--- src/rtl/mult_pkg.sv ---
// Shared definitions for the iterative radix-4 Booth multiplier.
//
// Contents:
//   state_e      - controller states (IDLE, BUSY, DONE)
//   booth_sel_e  - Booth digit selection (ZERO, P1, P2, M1, M2)
//   calc_iter    - number of Booth digits for a given operand width
package mult_pkg;

  typedef enum logic [1:0] {
    IDLE = 2'd0,
    BUSY = 2'd1,
    DONE = 2'd2
  } state_e;

  typedef enum logic [2:0] {
    ZERO = 3'd0,
    P1   = 3'd1,
    P2   = 3'd2,
    M1   = 3'd3,
    M2   = 3'd4
  } booth_sel_e;

  // The multiplier is extended by two bits so that both signed and
  // unsigned operands are valid two's-complement numbers. Each radix-4
  // digit consumes two bits of that extended value.
  function automatic int calc_iter(input int width);
    return width / 2 + 1;
  endfunction

endpackage

--- src/rtl/booth_r4_encoder.sv ---
// Radix-4 Booth digit encoder (combinational).
//
// Ports:
//   window_i  in  3  multiplier bits {b[2i+1], b[2i], b[2i-1]}
//   sel_o     out    selected digit: 0, +A, +2A, -A, -2A
//   neg_o     out 1  digit is negative (the multiplicand is subtracted)
module booth_r4_encoder
  import mult_pkg::*;
(
  input  logic [2:0]  window_i,
  output booth_sel_e  sel_o,
  output logic        neg_o
);

  // Standard radix-4 recoding. Windows 000 and 111 both mean "no
  // contribution"; 111 is excluded from the negate flag so that a zero
  // digit never produces a subtraction.
  always_comb begin
    sel_o = ZERO;
    case (window_i)
      3'b001, 3'b010: sel_o = P1;
      3'b011:         sel_o = P2;
      3'b100:         sel_o = M2;
      3'b101, 3'b110: sel_o = M1;
      default:        sel_o = ZERO;
    endcase
    neg_o = window_i[2] & ~(window_i[1] & window_i[0]);
  end

endmodule

--- src/rtl/booth_seq_multiplier.sv ---
// Iterative radix-4 Booth multiplier, one digit retired per cycle.
//
// Ports:
//   clk          in  1        rising-edge clock
//   rst          in  1        asynchronous active-low reset
//   in_valid     in  1        operands and mode valid
//   in_ready     out 1        block is IDLE and can accept operands
//   a            in  WIDTH    multiplicand
//   b            in  WIDTH    multiplier
//   signed_mode  in  1        1 = two's-complement operands, 0 = unsigned
//   abort        in  1        synchronous cancel while BUSY or DONE
//   busy         out 1        computation in progress
//   out_valid    out 1        product valid (held until out_ready)
//   out_ready    in  1        consumer accepts product
//   product      out 2*WIDTH  a*b in the mode captured at accept
module booth_seq_multiplier
  import mult_pkg::*;
#(
  parameter int WIDTH = 32
) (
  input  logic                 clk,
  input  logic                 rst,
  input  logic                 in_valid,
  output logic                 in_ready,
  input  logic [WIDTH-1:0]     a,
  input  logic [WIDTH-1:0]     b,
  input  logic                 signed_mode,
  input  logic                 abort,
  output logic                 busy,
  output logic                 out_valid,
  input  logic                 out_ready,
  output logic [2*WIDTH-1:0]   product
);

  localparam int ITER = calc_iter(WIDTH);
  localparam int EXT  = WIDTH + 2;
  localparam int ACCW = 2 * WIDTH + 4;
  localparam int CW   = $clog2(ITER + 1);

  if ((WIDTH % 2) != 0 || WIDTH < 4) begin : g_bad_width
    $error("booth_seq_multiplier: WIDTH must be even and >= 4");
  end

  state_e              state_q, state_d;
  logic [ACCW-1:0]     acc_q, acc_d;
  logic [ACCW-1:0]     mcand_q, mcand_d;
  logic [EXT:0]        mplr_q, mplr_d;
  logic [CW-1:0]       cnt_q, cnt_d;
  logic [2*WIDTH-1:0]  product_q, product_d;

  logic [EXT-1:0]      a_ext, b_ext;
  booth_sel_e          sel;
  logic                neg;
  logic [ACCW-1:0]     mag, addend, acc_next;

  // Operands are widened by two bits so one Booth recoding covers both
  // signed and unsigned inputs; the mode only decides the fill bit.
  always_comb begin
    a_ext = {{2{signed_mode & a[WIDTH-1]}}, a};
    b_ext = {{2{signed_mode & b[WIDTH-1]}}, b};
  end

  // The multiplier register carries an extra zero below bit 0 so that
  // its three lowest bits are always the current Booth window.
  booth_r4_encoder u_enc (
    .window_i (mplr_q[2:0]),
    .sel_o    (sel),
    .neg_o    (neg)
  );

  // The multiplicand register is pre-shifted by 4^i each cycle, so the
  // digit is simply 0, A or 2A of that register, optionally negated.
  always_comb begin
    mag = '0;
    case (sel)
      P1, M1:  mag = mcand_q;
      P2, M2:  mag = mcand_q << 1;
      default: mag = '0;
    endcase
    addend   = neg ? (~mag + ACCW'(1)) : mag;
    acc_next = acc_q + addend;
  end

  // Controller and datapath next-state. Abort wins over the final digit
  // so a cancelled operation never updates product; the product
  // register is written only on the last BUSY cycle.
  always_comb begin
    state_d   = state_q;
    acc_d     = acc_q;
    mcand_d   = mcand_q;
    mplr_d    = mplr_q;
    cnt_d     = cnt_q;
    product_d = product_q;
    case (state_q)
      IDLE: begin
        if (in_valid) begin
          acc_d   = '0;
          mcand_d = {{(ACCW-EXT){a_ext[EXT-1]}}, a_ext};
          mplr_d  = {b_ext, 1'b0};
          cnt_d   = '0;
          state_d = BUSY;
        end
      end
      BUSY: begin
        if (abort) begin
          state_d = IDLE;
        end else begin
          acc_d   = acc_next;
          mcand_d = mcand_q << 2;
          mplr_d  = {{2{mplr_q[EXT]}}, mplr_q[EXT:2]};
          cnt_d   = cnt_q + CW'(1);
          if (cnt_q == CW'(ITER - 1)) begin
            product_d = acc_next[2*WIDTH-1:0];
            state_d   = DONE;
          end
        end
      end
      DONE: begin
        if (abort || out_ready) begin
          state_d = IDLE;
        end
      end
      default: state_d = IDLE;
    endcase
  end

  // All state returns to zero immediately on reset, so no partial
  // product can ever be seen on the output.
  always_ff @(posedge clk or negedge rst) begin
    if (!rst) begin
      state_q   <= IDLE;
      acc_q     <= '0;
      mcand_q   <= '0;
      mplr_q    <= '0;
      cnt_q     <= '0;
      product_q <= '0;
    end else begin
      state_q   <= state_d;
      acc_q     <= acc_d;
      mcand_q   <= mcand_d;
      mplr_q    <= mplr_d;
      cnt_q     <= cnt_d;
      product_q <= product_d;
    end
  end

  // Handshake outputs decode directly from the state register.
  always_comb begin
    in_ready  = (state_q == IDLE);
    busy      = (state_q == BUSY);
    out_valid = (state_q == DONE);
    product   = product_q;
  end

endmodule

--- config.mk ---
export PLATFORM = sky130hd
export DESIGN_NAME = booth_seq_multiplier
export DESIGN_NICKNAME = d
export VERILOG_FILES = /design/src/rtl/mult_pkg.sv /design/src/rtl/booth_r4_encoder.sv /design/src/rtl/booth_seq_multiplier.sv
export SDC_FILE = /design/constraint.sdc
export NUM_CORES = 1
export LEC_CHECK = 0
export CORE_MARGIN = 5
export CORE_UTILIZATION = 64
export CTS_CLUSTER_DIAMETER = 200
export CTS_CLUSTER_SIZE = 24
export DETAILED_ROUTE_END_ITERATION = 16
export PLACE_DENSITY = 0.87
export RECOVER_POWER = 100
export SLEW_MARGIN = 20
export SYNTH_ARGS = -nofsm -noshare
export SYNTH_HDL_FRONTEND = slang
export SYNTH_SLANG_ARGS = --single-unit
--- constraint.sdc ---
create_clock -name clk -period 11.1 [get_ports clk]
set_input_delay 1.11 -clock clk [delete_from_list [all_inputs] [get_ports clk]]
set_output_delay 1.11 -clock clk [all_outputs]
set_load 0.01 [all_outputs]
## Word level (Yosys, flattened, before mapping)

Index checks and enable logic that the tools add are counted.

| storage, ports and cells | value |
|---|---|
| bits of input ports | 70 |
| register bits after elaboration | 242 |
| latch bits | 0 |
| memory bits (writable) | 0 |
| bits in read-only memories | 0 |
| logic and storage cells | 66 |
| memories | 0 |
| output and inout bits | 67 |

| operators by class | value |
|---|---|
| magnitude comparators | 0 |
| mux-type cells | 20 |
| multiply operators | 0 |
| equality and inequality tests | 17 |
| div/mod/pow operators | 0 |
| reduce and logical (&&, ||, !) cells | 11 |
| shift operators | 0 |
| add/sub/neg operators | 3 |
| bitwise logic cells | 8 |

Operators by type and width:

| cell | number |
|---|---|
| 68-bit case mux with 2 select lines | 3 |
| 68-bit 2-to-1 mux | 5 |
| 35-bit case mux with 2 select lines | 1 |
| 68-bit by 1-bit adder with 68-bit output, second input constant | 1 |
| 68-bit adder | 1 |
| 68-bit NOT | 1 |
| 35-bit 2-to-1 mux | 1 |
| 34-bit 2-to-1 mux | 1 |
| 3-bit by 2-bit equality test with 1-bit output, second input constant | 4 |
| 3-bit equality test, second input constant | 4 |
| 3-bit case mux with 4 select lines | 1 |
| 3-bit AND reduction | 4 |
| 5-bit 2-to-1 mux | 2 |
| 5-bit case mux with 2 select lines | 1 |
| 2-bit 2-to-1 mux | 4 |
| 2-bit OR reduction | 4 |
| 3-bit by 1-bit equality test with 1-bit output, second input constant | 2 |
| 2-bit case mux with 3 select lines | 1 |
| 5-bit by 1-bit adder with 5-bit output, second input constant | 1 |
| 5-bit equality test, second input constant | 1 |
| 1-bit AND | 4 |
| 2-bit inequality test, second input constant | 2 |
| 3-bit by 2-bit inequality test with 1-bit output, second input constant | 1 |
| 1-bit NOT | 3 |
| 6 further kinds | 6 |

## Longest topological paths before layout

| depth | value |
|---|---|
| word-level depth | 12 |
| depth in mapped cells | 29 |

## Hierarchy

From an unflattened synthesis, not the netlist that was laid out.

| second synthesis, totals | value |
|---|---|
| cell total of the unflattened synthesis | 1,767 |
| area, all modules | 15,696.3 um^2 |

Modules (own cells, without submodules):

| module | cells an instance | area each (um^2) | sequential area each (um^2) | times used |
|---|---|---|---|---|
| booth_seq_multiplier | 1,762 | 15,655.0 | 5,855.6 | 1 |
| booth_r4_encoder | 5 | 41.3 | 0.0 | 1 |

## Least setup slack after synthesis

No wires, ideal clock.

| timing path | value |
|---|---|
| path kind | reg2reg |
| start | reg mplr_q[1] |
| end | reg product_q[61] (netlist: product[61]) |
| required time | 11.005 ns |
| data arrival time | 6.195 ns |
| setup time | 0.095 ns |
| cell stages (with the launch flop) | 29 |
| clock period less this slack | 6.290 ns |
| setup slack | 4.810 ns |
| path through | dfrtp_1 -> inv_1 -> ha_1 -> or2_2 -> nor2_1 -> buf_2 -> buf_1 -> clkbuf_1 -> clkbuf_1 -> buf_1 -> a22oi_1 -> ha_1 -> nand3_1 -> a2111oi_2 -> and2_1 -> nand2_1 -> nand2_1 -> xor2_1 -> ha_1 -> and2_4 -> nand3_2 -> or3_1 -> or3_1 -> o31ai_2 -> nor4_2 -> or3_4 -> a211o_1 -> and3_4 -> o31ai_1 |

| between the ends | value |
|---|---|
| word-level cells in the longest chain between the ends | 10 |
| elaborated cells between the ends (all ways) | 23 |
| classes of those cells | 2 x add/sub; 10 x eq/ne; 3 x mux; 4 x bitwise; 4 x reduce/logical |

Ends and longest elaborated chain:

| element | RTL line | RTL |
|---|---|---|
| from (decl) | booth_seq_multiplier.sv:47 | `logic [EXT:0] mplr_q, mplr_d;` |
| from (signal assigned) | booth_seq_multiplier.sv:141 | `mplr_q <= mplr_d;` |
| 3-bit equality test (tied with other cells) | booth_r4_encoder.sv:20 | `case (window_i)` |
| 2-bit OR reduction | booth_r4_encoder.sv:20 |  |
| 3-bit case mux with 4 select lines | booth_r4_encoder.sv:20 |  |
| 3-bit by 2-bit equality test with 1-bit output (tied with other cells) | booth_seq_multiplier.sv:75 | `case (sel)` |
| 2-bit OR reduction | booth_seq_multiplier.sv:75 |  |
| 68-bit case mux with 2 select lines | booth_seq_multiplier.sv:75 |  |
| 68-bit NOT | booth_seq_multiplier.sv:80 | `addend = neg ? (~mag + ACCW'(1)) : mag;` |
| 68-bit by 1-bit adder with 68-bit output | booth_seq_multiplier.sv:80 |  |
| 68-bit 2-to-1 mux (*) | booth_seq_multiplier.sv:80 |  |
| 68-bit adder (*) | booth_seq_multiplier.sv:81 | `acc_next = acc_q + addend;` |
| to (signal assigned) | booth_seq_multiplier.sv:143 | `product_q <= product_d;` |
| to (decl) | booth_seq_multiplier.sv:49 | `logic [2*WIDTH-1:0] product_q, product_d;` |

Every way passes the cells marked *; elsewhere a longest branch is shown, timed or not.
A chain may end at the register's enable or synchronous reset.

## Final worst setup path

| timing path | value |
|---|---|
| start | reg mplr_q[0] |
| end | reg product_q[61] (netlist: product[61]) |

Same word-level chain as after synthesis.

==> results.ini <==
[status]
result_of_the_run=finished, violations left
failed_checks=max-capacitance violations, max-slew violations

[timing]
timing_worst_slew_pin_value_ps=5010
hold_violations=0
final.setup.worst_slack_ps=3310
final_setup_fails=0
max_freq_ghz=0.128
fin_hold_ws_ps=476
rsz0062_at_grt=no
slew_violations=445
worst_clock_skew_ps=30.7
final.min_clock_period_ps=7790
final.period_utilization=0.702
slew_headroom=-2.34
setup_tns_ps=0

[die]
initial_utilization=0.647
fp.dieArea_mm2=0.0277
ioPinCount=137
die_y_um=167
die_width_um=167
floorplan.rows=57
core_area_mm2=0.0242

[worst_setup_path]
worstPathRequired_ps=11470
crit_path_start_kind=flip-flop
worstRegToRegCells=21
timing_worst_setup_path_type=reg -> reg
worst_setup_path_end_kind=flip-flop
r2r-start=mplr_q[0]
crit_arrival_ps=8160
setup.reg_to_reg.worst_slack_ps=3310
critical_path.reg2reg.endpoint=product[61]
cp_max_fo=101

[synthesis]
synth.ff_latch_count=234
synth.distinct_cells=75
asyncSetResetFlopFracSynth=1.00
ys_warnings=0
ys.flop_type=sky130_fd_sc_hd__dfrtp_1
syn_nets=2030
synth-seq-area-share=0.373
synth.cell_area_mm2=0.0157
syn_area_cell_um2=8.36
syn_inst=1877
synth_edf_count=0

[cts]
clock-root-buffer=sky130_fd_sc_hd__clkbuf_16
cts_hold_buf=0
cts_resized=0
cts_inserted_buffers=13
clk_transition_reported_paths_ps=100
cts_setup_buffers=0
cts_num_sinks=234
tritoncts=built
cts-root-to-sink-buffers=3
clk_latency_ps=490
cts_max_level=1

[hold_path]
hold_path.startpoint=product[25]
hold_path_stages=2
min_delay_worst_endpoint=product[25]
worst_hold_path_type=reg -> reg

[finish]
insertedDiodeCount=0
fillCellCount=1912
synthToLayoutAreaGrowth_pct=10.1
final_cell_count_no_fill=2211
drive_gt1_frac=0.0276
nets=2041

[global_routing]
grt_pass1_vias=14092
grt_overflow_total=0
wire_length_of_the_first_global_routing_pass_mm=72.7
antenna_found_initial=0
busiest_layer=met2
met1_track_demand_over_resource=0.436
use_met3=0.0396
globalRouteTotalUtil=0.308
pin_count_of_the_biggest_net_entering_global_routing=102
met2_usage=0.497

[routing]
first_pass_drt_iterations=9
postRouteWirelength_mm=44.1
route.vias.total=14596
remaining_drc_errors=0
post_drt_wl_per_cell_um=20.0
dr.first_iter.drc_count=1734
drt-vias-per-instance=6.60
final_ant_viol_nets=0

[power_and_ir_drop]
p_sw_w=0.00275
cellInternalPower_w=0.00259
p_clk_frac=0.093
comb_power_share=0.667
power.density_mw_per_mm2=309
vdd_ir_drop_max_mv=0.173
cellLeakagePower_nw=8.04
power.switching_fraction=0.515
p_seq_frac=0.240
finalPower_w=0.00534

[place]
dpl.cell_count=2197
buffer_ports.inserted=136
last_weighted_congestion_value_of_the_routability_driven_placer=0.928
placement.setup.worst_slack_ps=4170
dp_hpwl_mm=31.0

[run]
drv.max_cap_violation_count=8

-- cells in the mapped netlist, drive strengths merged (7+ instances only) --
cell    number  area share
a21o        40       0.019
or4         12      0.0057
a221oi       8      0.0049
o41ai       10      0.0056
clkbuf     132       0.032
and2         9      0.0037
mux2        12      0.0086
buf         23      0.0061
and3         7      0.0031
a31oi       53       0.021
nor2       116       0.028
a221o       24       0.015
nor4        27       0.012
o21ai      116       0.037
a22oi       92       0.044
o31ai       18      0.0089
o21bai      16      0.0077
nand4       21      0.0084
nand3       38       0.012
nor3        17      0.0054
dfrtp      234        0.37
ha          82       0.065
nand2      378       0.090
inv         30      0.0072
xor2        53       0.030
or3          7      0.0031
o21a        11      0.0053
a22o        53       0.030
xnor2       67       0.037
a21oi      101       0.032
-- cell usage in the layout (no fill, tap or decap), types with 7 or more instances in the layout --
cell type | synthesis | routed
sky130_fd_sc_hd__o41ai_1 | 10 | 10
sky130_fd_sc_hd__a221o_1 | 24 | 24
sky130_fd_sc_hd__a21oi_1 | 101 | 101
sky130_fd_sc_hd__o21ai_0 | 115 | 115
sky130_fd_sc_hd__nand2_1 | 378 | 378
sky130_fd_sc_hd__o21bai_1 | 16 | 16
sky130_fd_sc_hd__inv_1 | 29 | 29
sky130_fd_sc_hd__nor2_1 | 116 | 114
sky130_fd_sc_hd__xnor2_1 | 67 | 67
sky130_fd_sc_hd__clkdlybuf4s50_1 | 0 | 66
sky130_fd_sc_hd__a22oi_1 | 92 | 92
sky130_fd_sc_hd__a22o_1 | 53 | 53
sky130_fd_sc_hd__a31oi_1 | 53 | 53
sky130_fd_sc_hd__dfrtp_1 | 234 | 234
sky130_fd_sc_hd__nor4_1 | 24 | 25
sky130_fd_sc_hd__a21o_1 | 40 | 40
sky130_fd_sc_hd__o31ai_1 | 17 | 18
sky130_fd_sc_hd__clkbuf_16 | 0 | 13
sky130_fd_sc_hd__dlygate4sd3_1 | 0 | 69
sky130_fd_sc_hd__mux2_2 | 12 | 12
sky130_fd_sc_hd__nand4_1 | 21 | 21
sky130_fd_sc_hd__and3_1 | 6 | 7
sky130_fd_sc_hd__buf_4 | 1 | 9
sky130_fd_sc_hd__nor3_1 | 17 | 17
sky130_fd_sc_hd__ha_1 | 82 | 81
sky130_fd_sc_hd__o21a_1 | 11 | 11
sky130_fd_sc_hd__a221oi_1 | 7 | 7
sky130_fd_sc_hd__nand3_1 | 37 | 37
sky130_fd_sc_hd__or4_1 | 12 | 12
sky130_fd_sc_hd__xor2_1 | 53 | 53
-- per-stage QoR --
step                      cell area, µm²   util
after floorplan                    15700      -
after global placement             17000  0.701
after detailed placement           17000  0.701
after CTS                          17300  0.715
after global routing               17300  0.712
final                              17300  0.712
-- power groups by stage --
stage               Clock (W)  Combinational (W)  Sequential (W)
global route         0.000539            0.00391         0.00131
detailed placement          0            0.00351         0.00128
global placement            0            0.00345         0.00127
CTS                  0.000506            0.00353         0.00127
floorplan                   0            0.00277         0.00114
finish               0.000497            0.00356         0.00128
-- worst max-delay path: stages, from the launching register on --
cell                        delay, ps
sky130_fd_sc_hd__dfrtp_1          420
sky130_fd_sc_hd__inv_1            120
sky130_fd_sc_hd__ha_2             280
sky130_fd_sc_hd__buf_4            380
sky130_fd_sc_hd__inv_1            720
sky130_fd_sc_hd__o32ai_1          210
sky130_fd_sc_hd__a2111oi_0        990
sky130_fd_sc_hd__nand2_1          220
sky130_fd_sc_hd__a221oi_1         600
sky130_fd_sc_hd__a31oi_1          200
sky130_fd_sc_hd__xnor2_1          180
sky130_fd_sc_hd__ha_1             390
sky130_fd_sc_hd__and2_0           250
sky130_fd_sc_hd__nand3_2          120
sky130_fd_sc_hd__or3_1            410
sky130_fd_sc_hd__or3_1            360
sky130_fd_sc_hd__o31ai_1          300
sky130_fd_sc_hd__nor4_1           240
sky130_fd_sc_hd__or3_2            560
sky130_fd_sc_hd__a211o_1          290
sky130_fd_sc_hd__and3_1           180
sky130_fd_sc_hd__o31ai_1          270
-- final cells by class --
type	count	area (µm²)	share of cell area
inverter	30	113	0.00652
tap	324	405	0.0235
multi-input combinational	1458	9110	0.528
sequential	234	5860	0.339
timing repair buffer	151	1450	0.0841
clock inverter	1	8.76	0.000507
clock buffer	13	325	0.0188
-- metal layers --
layer | up-vias | routed length [µm]
met5 | - | 0
met4 | 0 | 1430
met3 | 121 | 3080
met2 | 683 | 20700
met1 | 7000 | 18900
li1 | 6792 | -
-- flip-flops by register name, indices dropped and copies added (netlist names) --
register / count
state_q: 2
cnt_q: 5
acc_q: 64
product: 64
mplr_q: 35
mcand_q: 64
-- worst max-delay path by stage --
stage	from	endpoint	slack, ps	depth (start not counted)
2_1_floorplan	mplr_q[1]	product[61]	4810	28
3_3_place_gp	mplr_q[0]	product[50]	4440	22
3_5_place_dp	mplr_q[0]	product[50]	4170	22
4_1_cts	mplr_q[0]	product[50]	4130	22
5_1_grt	rst	mplr_q[34]	2000	2
6_report	mplr_q[0]	product[61]	3310	21
-- cell families after synthesis --
logic type | count (synthesis) | synth area share
AOI/OAI and AO/OA | 587 | 0.256
xor gates and xnor gates | 120 | 0.0670
adders and majority gates | 83 | 0.0667
buffers and inverters | 185 | 0.0450
DFF | 234 | 0.373
muxes | 14 | 0.00989
and+or+nand+nor | 654 | 0.182
Power figures use the tool's default switching activity.
